### src/rtl/apb_master_ctrl.sv
// APB3/APB4 initiator: takes one command over a valid/ready port, runs a single
// SETUP/ACCESS transfer with an optional ACCESS timeout, returns data/status on a response port.
module apb_master_ctrl #(
    parameter int ADDR_W  = 32,
    parameter int DATA_W  = 32,
    parameter int TIMEOUT = 64
) (
    input  logic                  pclk,
    input  logic                  prest,
    input  logic                  cmd_valid,
    output logic                  cmd_ready,
    input  logic                  cmd_write,
    input  logic [ADDR_W-1:0]     cmd_addr,
    input  logic [DATA_W-1:0]     cmd_wdata,
    input  logic [DATA_W/8-1:0]   cmd_strb,
    output logic                  rsp_valid,
    input  logic                  rsp_ready,
    output logic [DATA_W-1:0]     rsp_rdata,
    output logic                  rsp_err,
    output logic                  psel,
    output logic                  penable,
    output logic                  pwrite,
    output logic [ADDR_W-1:0]     paddr,
    output logic [DATA_W-1:0]     pwdata,
    output logic [DATA_W/8-1:0]   pstrb,
    input  logic [DATA_W-1:0]     prdata,
    input  logic                  pready,
    input  logic                  pslverr
);

    localparam int STRB_W = DATA_W / 8;
    localparam int CNT_W  = (TIMEOUT > 0) ? $clog2(TIMEOUT + 1) : 1;

    typedef enum logic [1:0] {
        IDLE   = 2'd0,
        SETUP  = 2'd1,
        ACCESS = 2'd2,
        RESP   = 2'd3
    } state_t;

    state_t            state;
    state_t            state_nxt;
    logic [CNT_W-1:0]  wait_cnt;
    logic              timeout_hit;

    // Handshakes: a transfer happens on a rising edge where valid && ready;
    // valid never depends on ready, and a raised valid holds its payload until taken.

    assign timeout_hit = (TIMEOUT != 0) && (wait_cnt == CNT_W'(TIMEOUT - 1));

    always_ff @(posedge pclk) begin
        if (prest) begin
            state <= IDLE;
        end else begin
            state <= state_nxt;
        end
    end

    always_comb begin
        state_nxt = state;
        case (state)
            IDLE:    if (cmd_valid) state_nxt = SETUP;
            SETUP:   state_nxt = ACCESS;
            ACCESS:  if (pready || timeout_hit) state_nxt = RESP;
            RESP:    if (rsp_ready) state_nxt = IDLE;
            default: state_nxt = IDLE;
        endcase
    end

    always_comb begin
        cmd_ready = (state == IDLE) && !prest;
        psel      = (state == SETUP) || (state == ACCESS);
        penable   = (state == ACCESS);
        rsp_valid = (state == RESP);
    end

    // APB request fields are captured at accept and held for the whole transfer.
    always_ff @(posedge pclk) begin
        if (prest) begin
            pwrite    <= 1'b0;
            paddr     <= '0;
            pwdata    <= '0;
            pstrb     <= '0;
            rsp_rdata <= '0;
            rsp_err   <= 1'b0;
            wait_cnt  <= '0;
        end else begin
            case (state)
                IDLE: begin
                    if (cmd_valid) begin
                        pwrite <= cmd_write;
                        paddr  <= cmd_addr;
                        pwdata <= cmd_wdata;
                        pstrb  <= cmd_write ? cmd_strb : {STRB_W{1'b0}};
                    end
                end
                ACCESS: begin
                    if (pready) begin
                        rsp_rdata <= pwrite ? {DATA_W{1'b0}} : prdata;
                        rsp_err   <= pslverr;
                    end else if (timeout_hit) begin
                        rsp_rdata <= '0;
                        rsp_err   <= 1'b1;
                    end else if (wait_cnt != {CNT_W{1'b1}}) begin
                        wait_cnt <= wait_cnt + CNT_W'(1);
                    end
                end
                RESP: begin
                    if (rsp_ready) begin
                        wait_cnt  <= '0;
                        rsp_rdata <= '0;
                        rsp_err   <= 1'b0;
                    end
                end
                default: ;
            endcase
        end
    end

endmodule

### config.mk
export PLATFORM = sky130hd
export DESIGN_NAME = apb_master_ctrl
export DESIGN_NICKNAME = d
export VERILOG_FILES = /design/src/rtl/apb_master_ctrl.sv
export SDC_FILE = /design/constraint.sdc
export NUM_CORES = 1
export LEC_CHECK = 0
export ABC_AREA = 0
export CAP_MARGIN = 5
export CORE_MARGIN = 1
export CORE_UTILIZATION = 30
export CTS_CLUSTER_DIAMETER = 120
export DETAILED_ROUTE_END_ITERATION = 10
export SLEW_MARGIN = 10
export SYNTH_ARGS = -nofsm -noshare
export SYNTH_HDL_FRONTEND = slang
export SYNTH_SLANG_ARGS = --single-unit
### constraint.sdc
create_clock -name pclk -period 5.1 [get_ports pclk]
set_input_delay 1.53 -clock pclk [delete_from_list [all_inputs] [get_ports pclk]]
set_output_delay 1.53 -clock pclk [all_outputs]
set_load 0.005 [all_outputs]
==> run summary, run 1 <==
status - completed
DRC Markers - 0
cells along the critical path - buf_2, nor2b_1, clkdlybuf4s50_1
Iter 0 DRT Violations - 161
RSZ-0062 raised after global routing - false
total routed wirelength - 12,300 um
crit share post-route - 0.748
setup_tns - 0 ps
CP startpoint - prest
Max rail drop VDD - 0.180 mV
XOR/XNOR share of the synthesized area - 0
Port Buffers - 212
# clock sinks - 111
PostCTS Resize Cnt - 0
Compound-Gate Fraction of Synth Area - 0.120
CP max stage cell - clkdlybuf4s50_1
largest family of logic cells by synthesized area - simple AND/OR/NAND/NOR gates
root buffer cell - clkbuf_16
clk buf depth - 2
Post-CTS Setup Bufs - 0
Startpoint Class - primary input
Skew-Pair Late Insertion Delay - 350 ps
post-synthesis mux area share - 0.0766
post-synthesis adder-cell area fraction - 0.0145
Initial Util - 0.310
CTS tree - yes
total iterations of the first detailed-routing run - 4
Ant. Diodes - 0
reg-to-reg endpoint - rsp_rdata[28]
# H-tree levels - 3
worst path required time - 3570 ps
Pleak - 2.58 nW
Via density - 4.59
Routed Antenna Nets - 0
Avg WL per Cell - 13.8 um
Simple-Gate Fraction of Synth Area - 0.222
R2R setup slack - 2560 ps
DIE HEIGHT - 122 um
post-synthesis sequential area ratio - 0.515
PD cells - 416 mW/mm2
placed inst area - 0.00650 mm2
hpwl dp - 8480 um
Final setup viols - 0
total CTS buffers - 9
mean post-synth cell area - 8.34 um2
Synth Cell Area - 0.00431 mm2
Max Slew Vio Count - 0
max_cap viols - 0
vias in the first global route - 4,015
fin area - 0.00680 mm2
GPL Wtd Cong - 0.751
Syn Nets - 629
via count - 4,092
Synthesis Warnings - 0
Final Hold Viols - 0
chip width - 122 um
site row count - 43
final worst path period need - 3810 ps
Fillers - 1,297
Design Power - 2.83 mW
full die area - 0.0149 mm2
CP max FO - 2
Nets - 819
reg2reg start - state[0]
clk_skew - 8.35 ps
slowest stage delay, CP - 530 ps
WP data arrival - 2280 ps
total grt overflow - 0
antenna violations before repair - 0
first-pass GRT wire length - 19,400 um
worst slew pin tran - 1160 ps
Mapped Cells - 517
largest net degree at the start of global routing - 80
Ports - 213
Slew headroom - 0.228
HP Class - reg -> reg
#FFs+latches synth - 111
layout cell share with drive strength beyond 1 - 0.0435
all-layer global routing usage - 0.165
Post-CTS Hold Buffers - 0
Reg clk slew, reported paths - 80 ps
Layout area overhead - 57.6%
Critical Path End - cmd_ready
Setup CP Type - in -> out
core area - 0.0139 mm2
f_max - 0.262 GHz
post-synth cell types - 37
worst reg-to-reg path cell count - 5
crit end category - output port
## cells by family (layout without fill, tap and decap cells)
group,Yosys count,in the layout
buffers and inverters,43,238
AO/OA/AOI/OAI,92,92
adder cells (fa/ha/maj),5,5
AND/OR/NAND/NOR,233,233
multiplexers,33,33
flip-flops,111,111
## where the power goes
group / internal, mW / switching (mW) / leakage (nW)
Clock: 0.384 / 0.333 / 0.135
Sequential: 1.02 / 0.0802 / 0.905
Combinational: 0.531 / 0.478 / 1.54
Total: 1.93 / 0.891 / 2.58
## Yosys cell counts (all sizes together)
| cell type | instances | area (um2) |
|---|---|---|
| nand3 | 9 | 57.6 |
| dfxtp | 111 | 2220 |
| nor2 | 3 | 11.3 |
| nor3b | 3 | 27.5 |
| or4b | 1 | 10.0 |
| buf | 13 | 109 |
| a21o | 2 | 16.3 |
| mux2i | 33 | 330 |
| nor2b | 2 | 12.5 |
| a211oi | 2 | 15.0 |
| a21oi | 74 | 370 |
| nor3 | 1 | 5.00 |
| and2 | 1 | 6.26 |
| o21ai | 4 | 23.8 |
| a41oi | 1 | 8.76 |
| nand2b | 1 | 8.76 |
| nand2 | 207 | 777 |
| and3 | 1 | 7.51 |
| o2111ai | 1 | 8.76 |
| o32ai | 1 | 8.76 |
| ha | 5 | 62.6 |
| o311ai | 1 | 26.3 |
| nor4 | 1 | 12.5 |
| inv | 6 | 22.5 |
| or2 | 1 | 6.26 |
| clkbuf | 24 | 90.1 |
| or3 | 1 | 6.26 |
| a31oi | 3 | 18.8 |
| nand4b | 1 | 8.76 |
| o211ai | 3 | 22.5 |
## per-stage QoR
step / hold WS, ps / std cells / setup slack [ps] / util
after floorplan: 448 / 517 / 1450 / -
after global placement: 438 / 876 / 1270 / 0.466
after detailed placement: 446 / 876 / 1270 / 0.466
after CTS: 457 / 892 / 1270 / 0.488
after global routing: 476 / 892 / 1210 / 0.488
final: 455 / 892 / 1290 / 0.488
## metal layers
metal | up-vias | GRT usage | part of all wire
met4 | 0 | 0.0648 | 0.014
met2 | 152 | 0.259 | 0.43
met5 | - | 0 | 0
met1 | 1859 | 0.197 | 0.44
met3 | 11 | 0.0726 | 0.11
li1 | 2070 | - | -
## sequential cells by signal, indices dropped and copies added (netlist names)
| signal | flops |
|---|---|
| rsp_err | 1 |
| paddr | 32 |
| pwrite | 1 |
| rsp_rdata | 32 |
| pwdata | 32 |
| pstrb | 4 |
| wait_cnt | 7 |
| state | 2 |
## cell type report
class	instances	area, um2	share of cell area
multi-input cells	363	1880	0.277
flip-flops and latches	111	2220	0.327
clock inverters	6	70.1	0.0103
well taps	180	225	0.0331
repair buffers	216	2150	0.316
inverters	6	22.5	0.00331
clock buffers	10	229	0.0337
## cell usage in the layout (no fill, tap or decap), types with 2 or more instances in the layout
cell and instances:
a21oi_1 74, o21ai_0 3, dfxtp_1 111, clkdlybuf4s50_1 211, nor2_1 3, a31oi_1 3, nor2b_1 2, mux2i_1 33
nand2_1 206, o211ai_1 3, clkbuf_16 9, inv_1 6, clkinvlp_4 3, ha_1 5, nor3b_1 2, a211oi_1 2
buf_4 4, nand3_1 8
## worst min-delay path by stage
stage,cells past startpoint,endpoint,startpoint,slack [ps]
final,2,pwdata[16],pwdata[16],450
after global routing,2,paddr[1],paddr[1],480
after CTS,2,pwdata[13],pwdata[13],460
after detailed placement,2,pwdata[16],pwdata[16],450
after global placement,2,pstrb[3],pstrb[3],440
after floorplan,2,pstrb[0],pstrb[0],450
## worst max-delay path, delay by kind of cell
kind,cells,cell delay (ps)
buffers and inverters,2,650
AND/OR/NAND/NOR,1,100
Note: power is estimated with default switching activity, not from simulation.
==> inputs of run 2 (changes only) <==
==> constraint.sdc (replaced) <==
create_clock -name pclk -period 4 [get_ports pclk]
set_input_delay 1.2 -clock pclk [delete_from_list [all_inputs] [get_ports pclk]]
set_output_delay 1.2 -clock pclk [all_outputs]
set_load 0.005 [all_outputs]
==> run 2 against run 1 <==
  * Non-clock buffer count up 4
  * Flip-flop and latch count unchanged
  * Clock power up 15%
  * Register-to-register slack worse by 840 ps
  * Clock skew down 4.3 ps
  * Worst hold slack worse by 2.3 ps
  * Sequential share of layout area down 0.060 points
  * Highest routed layer unchanged
==> run summary, run 2 (synthesis results as in run 1) <==
clock power share - 0.234 (-0.020)
Port Buffers - 212 (unchanged)
worst reg-to-reg path cell count - 6 (+1)
site row count - 43 (unchanged)
Hold Path End - paddr[10]
worst slew pin tran - 864 ps (-292 ps)
Nets - 823 (+0.49%)
# H-tree levels - 3 (unchanged)
f_max - 0.317 GHz
Ant. Diodes - 0 (unchanged)
Setup CP Type - in -> out
Switching Share - 0.312 (-0.00307)
Post-CTS Setup Bufs - 0 (unchanged)
WP data arrival - 1950 ps (-330 ps)
total CTS buffers - 9 (unchanged)
biggest regs - paddr x32, pwdata x32, rsp_rdata x32
Ports - 213 (unchanged)
R2R setup slack - 1720 ps (-840 ps)
largest net degree at the start of global routing - 80 (unchanged)
antenna violations before repair - 0 (unchanged)
Gate power share - 0.370 (+0.013)
PD cells - 520 mW/mm2 (+25%)
DIE HEIGHT - 122 um (unchanged)
Post-Place Worst Slack - 834 ps (-435 ps)
first-pass GRT wire length - 19,000 um (-1.6%)
most frequent cells in the layout - 211 x clkdlybuf4s50_1, 206 x nand2_1, 111 x dfxtp_1, 74 x a21oi_1, 33 x mux2i_1
reg2reg start - state[0]
Max rail drop VDD - 0.296 mV (+64%)
crit share post-route - 0.788
Reg power frac - 0.396 (+0.007)
Final setup viols - 0 (unchanged)
Initial Util - 0.310 (unchanged)
crit end category - output port
Hold Path Stages - 2 (unchanged)
reg-to-reg endpoint - rsp_rdata[18]
Max Slew Vio Count - 0 (unchanged)
clk buf depth - 2 (unchanged)
hpwl dp - 8660 um (+2.1%)
Skew-Pair Late Insertion Delay - 340 ps (about the same)
final worst path period need - 3150 ps
total grt overflow - 0 (unchanged)
full die area - 0.0149 mm2 (unchanged)
via count - 4,113 (+0.51%)
commonest non-fill, non-tap cell in the layout - clkdlybuf4s50_1
status - completed
Post-CTS Hold Buffers - 0 (unchanged)
Layout area overhead - 57.9%
Startpoint Class - primary input
# clock sinks - 111 (unchanged)
Via density - 4.59 (about the same)
worst hold start - paddr[10]
internal power - 2.43 mW (+26%)
CP max FO - 2 (unchanged)
CTS tree - yes
total routed wirelength - 12,200 um (-1.3%)
Slew headroom - 0.424 (+0.196)
chip width - 122 um (unchanged)
layout cell share with drive strength beyond 1 - 0.0461 (+0.00255)
vias in the first global route - 3,889 (-3.1%)
PostCTS Resize Cnt - 0 (unchanged)
root buffer cell - clkbuf_16
clk_skew - 4.05 ps (-4.30 ps)
Iter 0 DRT Violations - 142 (-12%)
Routed Antenna Nets - 0 (unchanged)
Final Hold Viols - 0 (unchanged)
core area - 0.0139 mm2 (unchanged)
all-layer global routing usage - 0.163 (-0.00180)
HP Class - reg -> reg
Reg clk slew, reported paths - 70 ps (about the same)
RSZ-0062 raised after global routing - false
total iterations of the first detailed-routing run - 4 (unchanged)
max_cap viols - 0 (unchanged)
Final WS setup - 849 ps (-438 ps)
Pleak - 2.60 nW (+0.89%)
worst path required time - 2800 ps (-770 ps)
setup_tns - 0 ps (unchanged)
GPL Wtd Cong - 0.743 (-1.1%)
Avg WL per Cell - 13.6 um (-1.8%)
P_sw - 1.11 mW (+24%)
DRC Markers - 0 (unchanged)
-- run 2: cell types whose count changed in the layout (fill, tap and decap cells not counted), sizes merged --
cell,previous run,this run
clkbuf,10,13
clkinv,1,3
bufinv,1,0
clkinvlp,3,0
buf,5,9
inv,7,6
-- run 2: worst max-delay path, stage by stage --
cell             delay [ps]
buf_2                   120
nor2b_1                 100
clkdlybuf4s50_1         530
-- run 2: power by group through the flow --
stage	combinational (mW)	sequential (mW)	clock [mW]
after global routing	1.45	1.43	0.905
after global placement	1.31	1.42	0
after detailed placement	1.32	1.43	0
after CTS	1.33	1.40	0.860
final	1.31	1.40	0.828
after floorplan	0.711	1.43	0
-- run 2: area by class of cell --
| type | count | area (um2) |
|---|---|---|
| fill | 1297 | 7120 |
| sequential | 111 | 2220 |
| timing repair buffer | 220 | 2190 |
| multi-input combinational | 363 | 1880 |
| clock buffer | 13 | 250 |
| tap | 180 | 225 |
| inverter | 6 | 22.5 |
| clock inverter | 3 | 18.8 |
-- run 2: how the worst max path moves through the flow --
stage,start,endpoint,slack [ps],cells past startpoint
after CTS,prest,cmd_ready,840,3
after detailed placement,prest,cmd_ready,830,3
after global placement,prest,cmd_ready,830,3
final,prest,cmd_ready,850,3
after global routing,prest,cmd_ready,810,3
after floorplan,prest,cmd_ready,1010,3
-- run 2: through the flow --
step                utilization  power (mW)  cells  area [um2]  hold WS (ps)
floorplan                     -        2.15    517        4310           448
global route              0.489        3.78    896        6810           476
detailed placement        0.469        2.75    880        6540           446
finish                    0.489        3.54    896        6810           452
global placement          0.469        2.72    880        6540           439
CTS                       0.489        3.59    896        6810           455
-- run 2: per-layer routing --
layer,global-route usage,part of all wire,vias up,wire (um)
met5,0,0,-,0
met4,0.0702,0.018,0,214
met3,0.0693,0.11,15,1370
met2,0.255,0.44,156,5400
met1,0.195,0.43,1864,5190
li1,-,-,2078,-
